--- src/rtl/simon_pkg.sv ---
`default_nettype none
// simon_pkg: shared widths and FSM state encoding for the Simon stream feeder. Rev 1.0
package simon_pkg;

   localparam int SIMON_BLOCK_W = 128;
   localparam int SIMON_KEY_W   = 256;
   localparam int SIMON_WORD_W  = 32;
   localparam int SIMON_WORDS   = 4;

   typedef enum logic [1:0] {
      ST_LOAD  = 2'd0,
      ST_START = 2'd1,
      ST_WAIT  = 2'd2,
      ST_DRAIN = 2'd3
   } simon_feed_state_t;

   function automatic logic [SIMON_WORD_W-1:0] simon_top_word(input logic [SIMON_BLOCK_W-1:0] blk);
      return blk[SIMON_BLOCK_W-1 -: SIMON_WORD_W];
   endfunction

endpackage
`default_nettype wire

--- src/rtl/simon_word_shreg.sv ---
`default_nettype none
// simon_word_shreg: 4x32 block register with parallel load and word-wise left shift. Rev 1.0
module simon_word_shreg
   import simon_pkg::*;
(
   input  logic                     clk,
   input  logic                     res,
   input  logic                     load_i,
   input  logic [SIMON_BLOCK_W-1:0] load_data_i,
   input  logic                     shift_i,
   input  logic [SIMON_WORD_W-1:0]  shift_data_i,
   output logic [SIMON_BLOCK_W-1:0] data_o
);

   logic [SIMON_BLOCK_W-1:0] data_q;
   logic [SIMON_BLOCK_W-1:0] data_d;

   // Load wins over shift; a shift moves the next word into the top slot.
   always_comb begin
      data_d = data_q;
      if (load_i) begin
         data_d = load_data_i;
      end else if (shift_i) begin
         data_d = {data_q[SIMON_BLOCK_W-SIMON_WORD_W-1:0], shift_data_i};
      end
   end

   always_ff @(posedge clk or posedge res) begin
      if (res) begin
         data_q <= '0;
      end else begin
         data_q <= data_d;
      end
   end

   assign data_o = data_q;

endmodule
`default_nettype wire

--- src/rtl/simon_stream_feeder.sv ---
`default_nettype none
// simon_stream_feeder: 32-bit word stream front end around the Simon 128/256 core.
// Build macro SIMON_CBC_EN adds CBC chaining around the core. Rev 1.0
module simon_stream_feeder
   import simon_pkg::*;
(
   input  logic                     clk,
   input  logic                     res,
   input  logic                     cfg_load,
   input  logic [SIMON_KEY_W-1:0]   cfg_key,
   input  logic                     cfg_dec,
   input  logic [SIMON_BLOCK_W-1:0] cfg_iv,
   input  logic                     in_valid,
   output logic                     in_ready,
   input  logic [SIMON_WORD_W-1:0]  in_data,
   output logic                     out_valid,
   input  logic                     out_ready,
   output logic [SIMON_WORD_W-1:0]  out_data,
   output logic                     busy,
   output logic                     core_res_n,
   output logic                     core_start,
   output logic                     core_ctrl,
   output logic [SIMON_KEY_W-1:0]   core_keys,
   output logic [SIMON_BLOCK_W-1:0] core_in,
   input  logic [SIMON_BLOCK_W-1:0] core_out,
   input  logic                     core_done
);

   simon_feed_state_t        state_q;
   logic [1:0]               cnt_q;
   logic                     in_ready_q;
   logic                     out_valid_q;
   logic                     busy_q;
   logic                     core_res_n_q;
   logic                     core_start_q;
   logic [SIMON_KEY_W-1:0]   key_q;
   logic                     dec_q;

   logic [SIMON_BLOCK_W-1:0] in_blk;
   logic [SIMON_BLOCK_W-1:0] out_blk;
   logic [SIMON_BLOCK_W-1:0] core_in_d;
   logic [SIMON_BLOCK_W-1:0] capture_d;
   logic                     last_word;
   logic                     in_shift;
   logic                     out_shift;
   logic                     cfg_accept;
   logic                     capture;
   logic                     unused_out_low;

   assign last_word  = (cnt_q == 2'(SIMON_WORDS - 1));
   assign in_shift   = (state_q == ST_LOAD) && in_valid;
   assign out_shift  = (state_q == ST_DRAIN) && out_ready;
   assign cfg_accept = (state_q == ST_LOAD) && (cnt_q == 2'd0) && cfg_load;
   assign capture    = (state_q == ST_WAIT) && core_done;

   // Outputs are registered from the next state so they line up with the state itself.
   always_ff @(posedge clk or posedge res) begin
      if (res) begin
         state_q      <= ST_LOAD;
         cnt_q        <= 2'd0;
         in_ready_q   <= 1'b1;
         out_valid_q  <= 1'b0;
         busy_q       <= 1'b0;
         core_res_n_q <= 1'b0;
         core_start_q <= 1'b0;
         key_q        <= '0;
         dec_q        <= 1'b0;
      end else begin
         if (cfg_accept) begin
            key_q <= cfg_key;
            dec_q <= cfg_dec;
         end
         case (state_q)
            ST_LOAD: begin
               if (in_valid) begin
                  cnt_q  <= cnt_q + 2'd1;
                  busy_q <= 1'b1;
                  if (last_word) begin
                     state_q      <= ST_START;
                     in_ready_q   <= 1'b0;
                     core_res_n_q <= 1'b1;
                     core_start_q <= 1'b1;
                  end
               end
            end
            ST_START: begin
               state_q      <= ST_WAIT;
               core_start_q <= 1'b0;
            end
            ST_WAIT: begin
               if (core_done) begin
                  state_q      <= ST_DRAIN;
                  core_res_n_q <= 1'b0;
                  out_valid_q  <= 1'b1;
               end
            end
            ST_DRAIN: begin
               if (out_ready) begin
                  cnt_q <= cnt_q + 2'd1;
                  if (last_word) begin
                     state_q     <= ST_LOAD;
                     out_valid_q <= 1'b0;
                     in_ready_q  <= 1'b1;
                     busy_q      <= 1'b0;
                  end
               end
            end
            default: begin
               state_q <= ST_LOAD;
            end
         endcase
      end
   end

`ifdef SIMON_CBC_EN
   logic [SIMON_BLOCK_W-1:0] chain_q;

   // Chain always follows the ciphertext side: core output when encrypting, input when decrypting.
   always_ff @(posedge clk or posedge res) begin
      if (res) begin
         chain_q <= '0;
      end else if (cfg_accept) begin
         chain_q <= cfg_iv;
      end else if (capture) begin
         chain_q <= dec_q ? in_blk : core_out;
      end
   end

   assign core_in_d = dec_q ? in_blk : (in_blk ^ chain_q);
   assign capture_d = dec_q ? (core_out ^ chain_q) : core_out;
`else
   logic unused_iv;

   assign unused_iv = ^cfg_iv;
   assign core_in_d = in_blk;
   assign capture_d = core_out;
`endif

   simon_word_shreg u_in_shreg (
      .clk          (clk),
      .res          (res),
      .load_i       (1'b0),
      .load_data_i  ({SIMON_BLOCK_W{1'b0}}),
      .shift_i      (in_shift),
      .shift_data_i (in_data),
      .data_o       (in_blk)
   );

   simon_word_shreg u_out_shreg (
      .clk          (clk),
      .res          (res),
      .load_i       (capture),
      .load_data_i  (capture_d),
      .shift_i      (out_shift),
      .shift_data_i ({SIMON_WORD_W{1'b0}}),
      .data_o       (out_blk)
   );

   assign unused_out_low = ^out_blk[SIMON_BLOCK_W-SIMON_WORD_W-1:0];

   assign in_ready   = in_ready_q;
   assign out_valid  = out_valid_q;
   assign out_data   = simon_top_word(out_blk);
   assign busy       = busy_q;
   assign core_res_n = core_res_n_q;
   assign core_start = core_start_q;
   assign core_ctrl  = dec_q;
   assign core_keys  = key_q;
   assign core_in    = core_in_d;

endmodule
`default_nettype wire

--- config.mk ---
export PLATFORM = sky130hd
export DESIGN_NAME = simon_stream_feeder
export DESIGN_NICKNAME = d
export VERILOG_FILES = /design/src/rtl/simon_pkg.sv /design/src/rtl/simon_word_shreg.sv /design/src/rtl/simon_stream_feeder.sv
export SDC_FILE = /design/constraint.sdc
export NUM_CORES = 1
export LEC_CHECK = 0
export BUFFER_PORTS_ARGS = -buffer_cell sky130_fd_sc_hd__clkbuf_2
export CORE_AREA = 4 4 372 374
export DETAILED_ROUTE_END_ITERATION = 16
export DIE_AREA = 0 0 376 378
export GPL_TIMING_DRIVEN = 0
export SLEW_MARGIN = 10
export SYNTH_ARGS = -nofsm -noshare
export SYNTH_HDL_FRONTEND = slang
export SYNTH_HIERARCHICAL = 1
export SYNTH_SLANG_ARGS = --single-unit
--- constraint.sdc ---
create_clock -name clk -period 9.4 [get_ports clk]
set_clock_uncertainty 0.2 [all_clocks]
set_input_delay 0.47 -clock clk [delete_from_list [all_inputs] [get_ports clk]]
set_output_delay 0.47 -clock clk [all_outputs]
set_load 0.03 [all_outputs]
Word-level counts from Yosys, hierarchy flattened
Index checks and enable logic that the tools add are counted.
{"block": "word_totals", "latchBits": 0, "reg_bits": 522, "elab_cells": 65, "mem_count": 0, "inputBits": 551, "output_inout_bits": 422, "romBits": 0, "mem_bits_rw": 0}
{"block": "classes", "div_mod_pow": 0, "order_cmp": 0, "reduce_logical": 19, "n_bitwise": 0, "addsub": 1, "n_mux": 25, "shifts": 0, "mul": 0, "eq_ne": 9}
{"operator": "128-bit 2-to-1 mux", "n": 2}
{"operator": "2-bit 2-to-1 mux", "n": 7}
{"operator": "4-bit AND reduction", "n": 3}
{"operator": "2-bit != test, second input constant", "n": 5}
{"operator": "1-bit one-hot mux with 2 select lines", "n": 5}
{"operator": "5-bit AND reduction", "n": 2}
{"operator": "2-bit nonzero test", "n": 5}
{"operator": "1-bit 2-to-1 mux", "n": 9}
{"operator": "2-bit one-hot mux with 4 select lines", "n": 1}
{"operator": "2-bit == test, second input constant", "n": 3}
{"operator": "3-bit AND reduction", "n": 2}
{"operator": "1-bit logical AND", "n": 5}
{"operator": "2-bit zero test", "n": 2}
{"operator": "2-bit one-hot mux with 2 select lines", "n": 1}
{"operator": "2-bit by 1-bit adder with 2-bit output, second input constant", "n": 1}
{"operator": "2-bit by 1-bit == test with 1-bit output, second input constant", "n": 1}

Logic depth before layout (Yosys ltp)
{"block": "depth", "word_depth": 4, "ltp_mapped": 7}

Cells and area by module
The synthesis kept the hierarchy.
{"mod": "simon_word_shreg", "cells_each": 555, "seq_area_each_um2": 3203.1, "area_each_um2": 5952.0, "instances": 2}
{"mod": "simon_stream_feeder", "cells_each": 602, "seq_area_each_um2": 6657.6, "area_each_um2": 10238.6, "instances": 1}

Worst setup path after synthesis
Ideal clock, no wire load.
{"block": "synth_path", "path_type": "register to register", "startpoint": "register state_q[0]", "endpoint": "register state_q[1]", "t_required_ps": 9072, "path_stages_with_launch": 6, "period_less_slack_ps": 1874, "arrival_ps": 1546, "setup_time_ps": 128, "path_buffers": 0, "slack_ps": 7526, "path_cell_list": "dfrtp_1 -> inv_1 -> ha_1 -> and2b_1 -> a2111oi_4 -> mux2_1"}
{"block": "synth_via", "elab_chain_len": 3, "word_cells_on_any_way": 11, "cone_classes": "8 x eq/ne; 1 x mux; 2 x reduce/logical"}
{"element": "from (decl)", "line_no": "simon_stream_feeder.sv:29", "source": "simon_feed_state_t state_q;"}
{"element": "from (signal assigned)", "line_no": "simon_stream_feeder.sv:59", "source": "state_q <= ST_LOAD;"}
{"element": "from (signal assigned)", "line_no": "simon_stream_feeder.sv:79", "source": "state_q <= ST_START;"}
{"element": "from (signal assigned)", "line_no": "simon_stream_feeder.sv:87", "source": "state_q <= ST_WAIT;"}
{"element": "2-bit == test or 2-bit zero test (tied branches)", "line_no": "simon_stream_feeder.sv:73", "source": "case (state_q)"}
{"element": "2-bit != test (no source line)"}
{"element": "5-bit AND reduction (no source line)"}
Several ways; a longest one is shown, not always the timed one.
A chain may end at the register's enable or synchronous reset.

Worst setup path in the final report
{"block": "layout_path", "startpoint": "register state_q[0]", "endpoint": "register u_out_shreg.data_q[2], in the netlist u_out_shreg/data_o[2]"}
{"block": "layout_via", "elab_chain_len": 3, "word_cells_on_any_way": 6, "cone_classes": "2 x eq/ne; 1 x mux; 3 x reduce/logical"}
{"element": "2-bit == test (*)", "line_no": "simon_stream_feeder.sv:54", "source": "assign capture = (state_q == ST_WAIT) && core_done;"}
{"element": "1-bit logical AND (*)", "line_no": "simon_stream_feeder.sv:54"}
{"element": "via capture", "line_no": "simon_stream_feeder.sv:47", "source": "logic capture;"}
{"element": "128-bit 2-to-1 mux or 2-bit nonzero test (tied branches)"}
{"element": "to (signal assigned)", "line_no": "simon_word_shreg.sv:32", "source": "data_q <= data_d;"}
{"element": "to (decl)", "line_no": "simon_word_shreg.sv:15", "source": "logic [SIMON_BLOCK_W-1:0] data_q;"}
The timed path passes the listed nets; every way through them passes the cells marked *.

==> impl_summary.log <==
[metrics] outcome: finished, final reports clean
[metrics] remaining max-slew budget at the tightest pin: a little under half
[metrics] final count of pins violating max slew: 0
[metrics] worst endpoint required time: 9.76 ns
[metrics] actual slew at the worst max-slew pin: roughly 0.82 ns
[metrics] overall global routing resource usage: 15.01%
[metrics] worst hold path type: in -> reg
[metrics] M1 wire length: about 44000 µm
[metrics] Avg Synthesized Cell Area: 12.93 µm²
[metrics] final hold violation count: 0
[metrics] sum of routed wire length over all layers: around 110000 µm
[metrics] clock tree root driver cell: clkbuf_16
[metrics] synthesized flop and latch total: around 520
[metrics] pre-CTS WS: 6.683 ns
[metrics] DR WL met2: 51020 µm
[metrics] final core occ: between 20% and 30%
[metrics] wire length of the first global-routing pass: 154000 µm
[metrics] Resize count post-CTS: 0
[metrics] synthesis-to-layout area growth: 61.11%
[metrics] CP arrival: 2.95 ns
[metrics] # Max-Cap Violations: 0
[metrics] delay of the slowest critical-path stage: 0.65 ns
[metrics] Critical Path Sink Type: flip-flop
[metrics] starting utilization of the core area: between 10% and 20%
[metrics] Worst R2R End: u_out_shreg/data_o[2]$_DFFE_PP0P_
[metrics] Leak Pwr: 16.34 nW
[metrics] share of the clock period used by the worst path after layout: between 20% and 30%
[metrics] share of final-layout standard cells stronger than drive strength 1: roughly two fifths
[metrics] maximum number of pins on one net before global-route repair: 104
[metrics] placement row count: 135
[metrics] number of synthesis warnings: 6
[metrics] peak supply drop: between 200 and 250 µV
[metrics] length of the first detailed-routing pass in iterations: 5
[metrics] largest fanout on the critical path: 10
[metrics] sequential share of the synthesized area: 59.00%
[metrics] FF-to-FF path depth: 7
[metrics] worst-skew pair later-pin latency: between 0.6 and 0.7 ns
[metrics] number of distinct library cell variants in the gate-level netlist after synthesis: 35
[metrics] Final min period: 2.591 ns
[metrics] Post-Synthesis Cells: around 1700
[metrics] Avg Vias per Cell: 3.808
[metrics] Post-CTS Setup Bufs: 0
[metrics] CTS clock-pin slew for the worst setup and hold paths: 0.06 ns
[metrics] total die area: 0.1421 mm²
[metrics] remaining antenna violation count after routing: 0
[metrics] CP max-delay cell: clkbuf_1
[metrics] reg-to-reg slack, setup: 6.81 ns
[metrics] RR Startpoint: state_q[0]$_DFFE_PP0P_
[metrics] hold wc startpoint: core_out[55]
[metrics] instance count along the most critical hold path: 3
[metrics] critical path launch point type: flip-flop
[metrics] I/O Buffers: 844
[metrics] number of antenna violations at the first check in global routing: 37
[metrics] count of fill cells added during filler insertion: 14080
[metrics] number of H-tree branching levels: 2
[metrics] Max Freq: about 390 MHz
[metrics] nets@finish: roughly 3800
[metrics] CTS Sinks: around 520
[metrics] critical-path cell list: inv_1, ha_1, and2_1, buf_2, clkbuf_1, nand2_1, o21ai_1
[metrics] vertical extent of the die: 378 µm
[metrics] count of endpoints failing setup in the final report: 0
[metrics] Die Width: 376 µm
[metrics] routed via count: 19260
[metrics] hpwl dp: 88860 µm
[metrics] slack of the critical path: 6.809 ns
[metrics] length of routed met3 wiring: 9806 µm
[metrics] total DRC errors in the routed layout: 0
[metrics] overall overflow remaining after global route: 0
[metrics] Crit Path Category: reg -> reg
[metrics] number of buffers added by the clock tree synthesis step: 61
[metrics] placeable core region: 0.1350 mm²
[metrics] iteration-0 DRC count of the detailed router: 1017
[metrics] wire length per cell after detailed routing: 21.88 µm
[metrics] I/O pin count: 973
[metrics] number of global-route vias before repair: 20650
[metrics] setup repair after global routing missed its margin: no
[metrics] Crit path buffers/inverters: 3
[metrics] final weighted congestion in routability-driven placement: 0.8512
[metrics] power per cell area: 314.2 mW/mm²
[metrics] area of the mapped netlist: 0.02214 mm²
[metrics] max layer used: met5
[metrics] clock buffer depth: 3
[metrics] largest delay contributor family on the critical path: buffers and inverters
[metrics] hold path endpoint: u_out_shreg/data_o[55]$_DFFE_PP0P_
[metrics] clock tree from TritonCTS: yes
==> per-stage QoR <==
step	hold slack [ns]	power [W]	instance area, µm²	setup TNS [ns]	cells
floorplan	0.3116	0.006711	22750	0	1875
global placement	0.2866	0.008605	29210	-737.59	4500
detailed placement	0.2921	0.008693	29360	0	4505
CTS	0.02620	0.01136	35620	0	5039
global route	0.04173	0.01181	35630	0	5042
finish	0.05941	0.01121	35670	0	5059
==> worst max-delay path by stage <==
stage,to,slack [ns],cells past startpoint,start
2_1_floorplan,busy$_DFFE_PP0P_,1.41,1,res
3_3_place_gp,core_keys[18]$_DFFE_PP0P_,-2.85,2,res
3_5_place_dp,u_out_shreg/data_o[30]$_DFFE_PP0P_,6.68,7,state_q[0]$_DFFE_PP0P_
4_1_cts,u_out_shreg/data_o[30]$_DFFE_PP0P_,6.67,7,state_q[0]$_DFFE_PP0P_
5_1_grt,u_out_shreg/data_o[30]$_DFFE_PP0P_,6.54,7,state_q[0]$_DFFE_PP0P_
6_report,u_out_shreg/data_o[2]$_DFFE_PP0P_,6.81,7,state_q[0]$_DFFE_PP0P_
==> routing by layer <==
metal	track usage [%]	vias up
li1	-	8828
met1	17.68	9386
met2	24.32	775
met3	5.510	253
met4	7.032	22
met5	0	-
==> flip-flops by register name, summed over array words and instances, names as in the netlist <==
signal	cells
u_in_shreg/data_o	128
core_res_n	1
busy	1
core_start	1
state_q	2
u_out_shreg/data_o	128
out_valid	1
cnt_q	2
core_keys	256
core_ctrl	1
in_ready	1
==> layout by cell type (no fill, tap or decap), types with 2 or more instances in the layout <==
cell type and count:
clkbuf_1 57, and2_1 3, o21ai_2 2, clkinv_4 2, a21oi_1 3, conb_1 164
mux2_2 258, buf_2 14, ha_1 8, nand2_1 258, bufinv_16 4, clkinv_2 9
clkbuf_16 61, mux2i_1 257, clkinvlp_4 4, o21ai_1 238, inv_6 6, dfrtp_1 521
inv_1 7, buf_16 5, dlygate4sd3_1 420, o22ai_1 2, nor2_1 3, nand2b_1 3
a21o_1 2, clkbuf_2 844, clkbuf_8 17, buf_8 18, diode_2 20, buf_12 8
buf_6 27, o21ai_0 18
==> worst min-delay path, delay by kind of cell <==
family                 cells  cell delay, ns
AND/OR/NAND/NOR            1            0.16
AO/OA/AOI/OAI              1            0.12
buffers and inverters      1            0.09
==> cells in the mapped netlist <==
master     count  area [µm²]
mux2i_1      257        2572
buf_6         27       304.0
buf_8         18       270.3
a2111oi_1      1       10.01
nand2_1      258       968.4
and2b_4        1       10.01
a21o_1         2       15.01
inv_1         10       37.54
o21ai_1      238        1191
dfstp_2        1       26.28
o22a_1         1       8.760
o21ai_0       18       90.09
and2b_1        1       7.510
xnor2_1        1       8.760
nor2_1         3       11.26
o31ai_1        1       7.510
mux2_1         1       11.26
o22ai_1        2       12.51
nor2b_1        1       6.260
mux2_2       258        2905
conb_1         1       3.750
and2_1         3       18.77
buf_2         14       70.07
a2bb2oi_1      1       8.760
clkbuf_1      44       165.2
dfrtp_1      521       13040
nand3_2        1       10.01
o21ai_2        2       17.52
a2111oi_4      1       27.53
nand2b_1       3       18.77
buf_12         8       160.2
buf_4          1       7.510
ha_1           8       100.1
nand3b_1       1       7.510
a21oi_1        3       15.01
==> final cells by class <==
type	instances	area (µm²)	share of cell area, %
sequential	522	13060	36.62
multi-input combinational	1231	8676	24.32
timing repair buffer	1269	8566	24.01
tap	1781	2228	6.247
clock buffer	91	1809	5.072
buffer	112	977.2	2.739
clock inverter	23	247.7	0.6945
inverter	10	55.05	0.1543
antenna	20	50.05	0.1403
==> logic make-up (layout without fill, tap and decap cells) <==
kind of cell / Yosys count / in the layout / share of synthesized area, %
and+or+nand+nor: 272 / 272 / 4.781
adders and majority gates: 8 / 8 / 0.4521
muxes: 516 / 516 / 24.79
AOI/OAI and AO/OA: 270 / 270 / 6.340
xor gates and xnor gates: 1 / 1 / 0.03956
DFF: 522 / 522 / 59.00
buffers and inverters: 122 / 1505 / 4.583
other: 1 / 184 / 0.01694
==> power by group <==
| part | switching (W) | total, W | internal, W |
|---|---|---|---|
| registers | 0.000608 | 0.00378 | 0.00317 |
| logic | 0.00328 | 0.00498 | 0.00170 |
| clock network | 0.00101 | 0.00244 | 0.00144 |
==> repair_timing <==
action                                  4_1_cts  5_1_grt
hold buffers                                420        0
endpoints found under the setup margin        0        0
endpoints found under the hold margin       599        0
(Power assumes the default switching activity.)
